File: src/rtl/latch_wr_pkg.sv
// Shared types and default sizing for the latch write scheduler.
package latch_wr_pkg;

    localparam int unsigned NREQ_DEF      = 4;
    localparam int unsigned NWORDS_DEF    = 8;
    localparam int unsigned DW_DEF        = 8;
    localparam int unsigned EN_CYCLES_DEF = 1;

    typedef enum logic [1:0] {IDLE, SETUP, ENABLE, HOLD} wr_state_t;

endpackage

File: src/rtl/latch_wr_sched_rr_arbiter.sv
// Request arbiter: rotating priority from ptr, or fixed lowest-index priority
// when LATCH_WR_FIXED_PRIO_EN is defined (ptr is then ignored).
module rr_arbiter
    import latch_wr_pkg::*;
#(
    parameter  int unsigned NREQ = NREQ_DEF,
    localparam int unsigned IW   = (NREQ > 1) ? $clog2(NREQ) : 1
) (
    input  logic [NREQ-1:0] req,
    input  logic [IW-1:0]   ptr,
    output logic [NREQ-1:0] grant,
    output logic [IW-1:0]   winner
);

    int unsigned idx;
    logic        found;

`ifdef LATCH_WR_FIXED_PRIO_EN
    logic unused_ptr;
    assign unused_ptr = ^ptr;
`endif

    // First asserted request scanning upward from the start index.
    always_comb begin
        grant  = '0;
        winner = '0;
        found  = 1'b0;
        idx    = 0;
        for (int unsigned i = 0; i < NREQ; i++) begin
`ifdef LATCH_WR_FIXED_PRIO_EN
            idx = i;
`else
            idx = (32'(ptr) + i) % NREQ;
`endif
            if (!found && req[IW'(idx)]) begin
                found              = 1'b1;
                grant[IW'(idx)]    = 1'b1;
                winner             = IW'(idx);
            end
        end
    end

endmodule

File: src/rtl/latch_wr_sched.sv
// Latch-bank write scheduler: arbitrate, then setup -> enable -> hold per write.
// Define LATCH_WR_FIXED_PRIO_EN for fixed lowest-index priority instead of round robin.
module latch_wr_sched
    import latch_wr_pkg::*;
#(
    parameter  int unsigned NREQ      = NREQ_DEF,
    parameter  int unsigned NWORDS    = NWORDS_DEF,
    parameter  int unsigned DW        = DW_DEF,
    parameter  int unsigned EN_CYCLES = EN_CYCLES_DEF,
    localparam int unsigned AW        = (NWORDS > 1) ? $clog2(NWORDS) : 1
) (
    input  logic               clk,
    input  logic               rst,
    input  logic [NREQ-1:0]    req,
    input  logic [NREQ*AW-1:0] req_addr,
    input  logic [NREQ*DW-1:0] req_data,
    output logic [NREQ-1:0]    gnt,
    output logic               wr_err,
    output logic [DW-1:0]      lat_d,
    output logic [NWORDS-1:0]  lat_en,
    output logic               busy
);

    localparam int unsigned IW = (NREQ > 1) ? $clog2(NREQ) : 1;
    localparam int unsigned CW = (EN_CYCLES > 1) ? $clog2(EN_CYCLES) : 1;

    wr_state_t       state;
    logic [CW-1:0]   cnt;
    logic [AW-1:0]   addr_q;
    logic [NREQ-1:0] grant_q;
    logic [NREQ-1:0] arb_grant;
    logic [IW-1:0]   arb_winner;
    logic [IW-1:0]   ptr_in;
    logic            addr_oor;
    logic [NWORDS-1:0] en_dec;

`ifdef LATCH_WR_FIXED_PRIO_EN
    assign ptr_in = '0;
`else
    logic [IW-1:0] rr_ptr;
    assign ptr_in = rr_ptr;
`endif

    rr_arbiter #(.NREQ(NREQ)) u_arb (
        .req    (req),
        .ptr    (ptr_in),
        .grant  (arb_grant),
        .winner (arb_winner)
    );

    // Out-of-range words still sequence, but never raise an enable.
    assign addr_oor = 32'(addr_q) >= NWORDS;
    assign en_dec   = addr_oor ? '0 : (NWORDS'(1) << addr_q);

    always_ff @(posedge clk) begin
        if (rst) begin
            state   <= IDLE;
            cnt     <= '0;
            addr_q  <= '0;
            grant_q <= '0;
            gnt     <= '0;
            wr_err  <= 1'b0;
            lat_d   <= '0;
            lat_en  <= '0;
            busy    <= 1'b0;
`ifndef LATCH_WR_FIXED_PRIO_EN
            rr_ptr  <= '0;
`endif
        end else begin
            case (state)
                IDLE: begin
                    if (|req) begin
                        state   <= SETUP;
                        busy    <= 1'b1;
                        grant_q <= arb_grant;
                        addr_q  <= req_addr[arb_winner*AW +: AW];
                        lat_d   <= req_data[arb_winner*DW +: DW];
`ifndef LATCH_WR_FIXED_PRIO_EN
                        rr_ptr  <= IW'((32'(arb_winner) + 32'd1) % NREQ);
`endif
                    end
                end
                SETUP: begin
                    state  <= ENABLE;
                    lat_en <= en_dec;
                    cnt    <= CW'(EN_CYCLES - 1);
                end
                ENABLE: begin
                    if (cnt == '0) begin
                        state  <= HOLD;
                        lat_en <= '0;
                        gnt    <= grant_q;
                        wr_err <= addr_oor;
                    end else begin
                        cnt <= cnt - CW'(1);
                    end
                end
                HOLD: begin
                    state  <= IDLE;
                    gnt    <= '0;
                    wr_err <= 1'b0;
                    busy   <= 1'b0;
                end
                default: state <= IDLE;
            endcase
        end
    end

endmodule

File: config.mk
export PLATFORM = sky130hd
export DESIGN_NAME = latch_wr_sched
export DESIGN_NICKNAME = d
export VERILOG_FILES = /design/src/rtl/latch_wr_pkg.sv /design/src/rtl/latch_wr_sched_rr_arbiter.sv /design/src/rtl/latch_wr_sched.sv
export SDC_FILE = /design/constraint.sdc
export NUM_CORES = 1
export LEC_CHECK = 0
export ABC_AREA = 0
export BUFFER_PORTS_ARGS = -buffer_cell sky130_fd_sc_hd__buf_2
export CORE_ASPECT_RATIO = 0.9
export CORE_MARGIN = 4
export CORE_UTILIZATION = 45
export CTS_BUF_LIST = sky130_fd_sc_hd__clkbuf_4 sky130_fd_sc_hd__clkbuf_8 sky130_fd_sc_hd__clkbuf_16
export DETAILED_ROUTE_END_ITERATION = 8
export PLACE_DENSITY = 0.7
export REMOVE_ABC_BUFFERS = 1
export SLEW_MARGIN = 30
export SYNTH_ARGS = -nofsm -noshare
export SYNTH_HDL_FRONTEND = slang
export SYNTH_SLANG_ARGS = --single-unit
File: constraint.sdc
create_clock -name clk -period 3.7 [get_ports clk]
set_clock_uncertainty 0.05 [all_clocks]
set_input_delay 0.925 -clock clk [delete_from_list [all_inputs] [get_ports clk]]
set_output_delay 0.925 -clock clk [all_outputs]
set_load 0.01 [all_outputs]
==> run summary <==
STATUS
----------------------------------------------------------------------------
Run status .................................................... finished clean

FINAL LAYOUT
----------------------------------------------------------------------------
Fraction of layout cells with a size suffix above 1 ...........       0.2519
Area taken by multi-input logic gates .........................    1976 um^2
Sequential cell area ..........................................   641.9 um^2
Final core utilization ........................................       0.5517
Number of fill cells in the layout ............................          561
Antenna diodes ................................................            0
Commonest non-fill, non-tap cell in the layout ................        buf_2
Nets ..........................................................          459
Commonest non-fill, non-tap cells in the layout ............... buf_2, nand2_1, nor2_1
Area growth syn-to-layout .....................................       15.27%

ROUTE
----------------------------------------------------------------------------
Routed length per instance ....................................     15.15 um
Via-to-Cell Ratio .............................................        5.921
Antenna viol nets, final ......................................            0
Routed wire length ............................................      7137 um
DRC violations left ...........................................            0
Count of vias placed by the detailed router ...................        2,789
Total iterations of the first detailed-routing run ............            4
Drt first-iter violations .....................................          130

GLOBAL ROUTE
----------------------------------------------------------------------------
Layer with the highest usage after global routing .............         met2
Overall overflow remaining after global route .................            0
Overall fraction of global-route tracks in use ................       0.1800
GR Layer Usage met3 ...........................................      0.03436
Met1 layer usage reported by global route .....................       0.2329
Maximum number of pins on one net before global-route repair ..           91
Initial antenna violation count ...............................            0
Wire length of the first global-routing pass ..................    11,670 um
Via count of the first global-routing pass ....................        2,565
Met2 layer usage reported by global route .....................       0.2988

CTS
----------------------------------------------------------------------------
CTS Hold Buffers Added ........................................            0
Clock insertion delay at the later pin of the skew report .....       290 ps
Worst-case clock buffer depth .................................            2
CTS tree ......................................................          yes
CTS Root Cell .................................................     clkbuf_8
Cts bufs inserted .............................................            5
Sink count of the clock tree ..................................           32
Clock-pin transition on the worst setup and hold timing paths .        70 ps
CTS H-Tree Depth ..............................................            2
Count of instances resized after the clock tree is built ......            0
Setup Fix Bufs, Post-CTS ......................................            0

LOGIC SYNTHESIS
----------------------------------------------------------------------------
Post-synthesis instance area ..................................    2803 um^2
Synthesized area per cell .....................................   7.985 um^2
EDFF count, synth .............................................            0
Post-synthesis async set-or-reset flop share ..................            0
Top flip-flop cell by instance count after synthesis ..........      dfxtp_1
Seq/Total Area, Yosys .........................................       0.2286
FF+latch count, synth .........................................           32
Library cells used by synthesis ...............................           48
Instance count of the mapped netlist ..........................          351
Warnings from Yosys ...........................................            0

FLOORPLANNING
----------------------------------------------------------------------------
Horizontal extent of the die ..................................     91.19 um
Die Ht ........................................................     82.87 um
Die ar. .......................................................    7557 um^2
Total I/O pin count ...........................................           72
Initial core utilization ......................................       0.4786
FP Rows .......................................................           26
Core ar. ......................................................    5856 um^2

SETUP PATH
----------------------------------------------------------------------------
Crit start category ...........................................    flip-flop
Number of buffers and inverters on the critical path ..........            1
Number of cells on the worst reg-to-reg path ..................            7
Minimum setup slack among reg-to-reg paths ....................       600 ps
Source of the worst register-to-register timing path ..........    ptr_in[1]
Endpoint kind of the worst setup timing path ..................    flip-flop
Required @ worst endpoint .....................................      3850 ps
Delay-heaviest family, CP ..................................... multiplexers
Worst R2R End .................................................   grant_q[0]
Biggest fanout along the worst timing path ....................           15
Max incr delay on CP ..........................................       660 ps
Crit Path Class ............................................... flip-flop to flip-flop
Critical-path cell with the highest stage delay ...............       mux4_2
Critical Path AT ..............................................      3250 ps
Sequence of cells on the critical path ........................ inv_1, ha_1, mux4_2, nor2b_2, a221o_1, o21ai_0, a311oi_1

HOLD PATH
----------------------------------------------------------------------------
Hold EP .......................................................         busy
Depth of the worst hold-timing path ...........................            2
Class of the most critical hold timing path ................... flip-flop to flip-flop
Worst Min Path Start ..........................................         busy

POWER
----------------------------------------------------------------------------
Areal power density over the cells ............................ 769.6 nW/um^2
Peak ir drop on the vdd network ...............................  0.0003749 V
Leakage power figure ..........................................  0.001344 uW

STA
----------------------------------------------------------------------------
Unrepaired setup endpoints after global routing ...............           no
Fin. max-slew vios ............................................            0
Final-report setup violation count ............................            0
Max transition margin .........................................       0.4042
Slack of the critical path ....................................     600.4 ps
Crit share post-route .........................................       0.8377
Shortest period the worst path allows .........................      3100 ps
Worst-Margin Slew .............................................     893.6 ps
Final hold violations .........................................            0
Maximum frequency from static timing analysis .................    322.6 MHz

PLACE
----------------------------------------------------------------------------
Placed wire-length estimate after detailed placement ..........      4992 um
Port bufs .....................................................           70
Gp weighted congestion ........................................       0.8080
DP Worst Slack ................................................     630.6 ps

RUN
----------------------------------------------------------------------------
Maxcap violations .............................................            0

per-stage QoR:
step	instances	power, uW	TNS, ps	hold slack, ps	cell area (um^2)
after floorplan	317	1738	-20390	404.7	2633
after global placement	463	2110	0	418.3	3119
after detailed placement	463	2145	0	424.4	3119
after CTS	471	2500	0	443.3	3231
after global routing	471	2693	0	464.3	3231
final	471	2486	0	435.9	3231
worst reg2reg max path: cells and delay by family, from the launching register on:
family / cells / cell delay, ps
flops: 1 / 450
compound gates: 3 / 580
fa+ha+maj: 1 / 520
simple gates: 1 / 560
mux: 1 / 660
buf+inv: 1 / 190
logic make-up after synthesis:
family / share of synthesized area
AND/OR/NAND/NOR: 0.2929
buffers and inverters: 0.06740
AO/OA/AOI/OAI: 0.2263
other: 0.001338
flip-flops: 0.2286
multiplexers: 0.1402
adder cells (fa/ha/maj): 0.04018
XOR/XNOR: 0.003126
registers in the layout, indices dropped and copies added (netlist names):
register,count
addr_q,3
busy,1
gnt,4
grant_q,4
lat_d,8
lat_en,8
ptr_in,2
state,2
Yosys cell counts (2+ instances only):
master	count	area [um^2]
clkbuf_1	18	67.56
a221o_1	4	40.04
buf_4	2	15.01
a311oi_1	15	131.4
a211oi_1	11	82.58
nor3b_1	12	90.09
nand3_1	3	15.01
nand2b_1	2	12.51
ha_1	9	112.6
dfxtp_1	32	640.6
o21ai_0	16	80.08
and2_1	11	68.82
nor3_1	7	35.03
mux2i_1	28	280.3
a22oi_1	7	52.55
buf_2	10	50.05
nand2_1	32	120.1
a32oi_1	3	26.28
a21oi_1	6	30.03
a211o_1	11	96.34
buf_6	3	33.78
mux2_2	2	22.52
mux4_2	3	67.56
nor2b_1	25	156.4
nand4_1	22	137.6
nor2_1	32	120.1
inv_1	4	15.01
layer usage:
| metal | vias up | share of wire | wire length, um |
|---|---|---|---|
| met5 | - | 0 | 0 |
| met4 | 0 | 0.0088 | 63 |
| met3 | 6 | 0.050 | 357 |
| met2 | 62 | 0.48 | 3459 |
| met1 | 1315 | 0.46 | 3256 |
| li1 | 1406 | - | - |
layout make-up:
class	count	area share
Sequential cell	32	0.1987
Tap cell	70	0.02711
Clock buffer	6	0.02363
Clock inverter	2	0.01084
Multi-Input combinational cell	280	0.6115
Timing Repair Buffer	76	0.1224
Inverter	5	0.005809
power by group:
part           internal (uW)  total [uW]  switching [uW]
clock network            207         348             141
logic                    644        1600             952
registers                465         541            76.9
total                   1320        2490            1170
worst max path at each step:
stage                             to  depth (start not counted)  startpoint  slack [ps]
after CTS                  ptr_in[1]                          8   ptr_in[1]         610
after detailed placement  grant_q[0]                          7   ptr_in[1]         630
after global routing       addr_q[1]                          8   ptr_in[1]         370
after global placement     ptr_in[1]                          8   ptr_in[1]         730
after floorplan            addr_q[0]                          7   ptr_in[0]       -1320
final                     grant_q[0]                          7   ptr_in[1]         600
(Power assumes the default switching activity.)
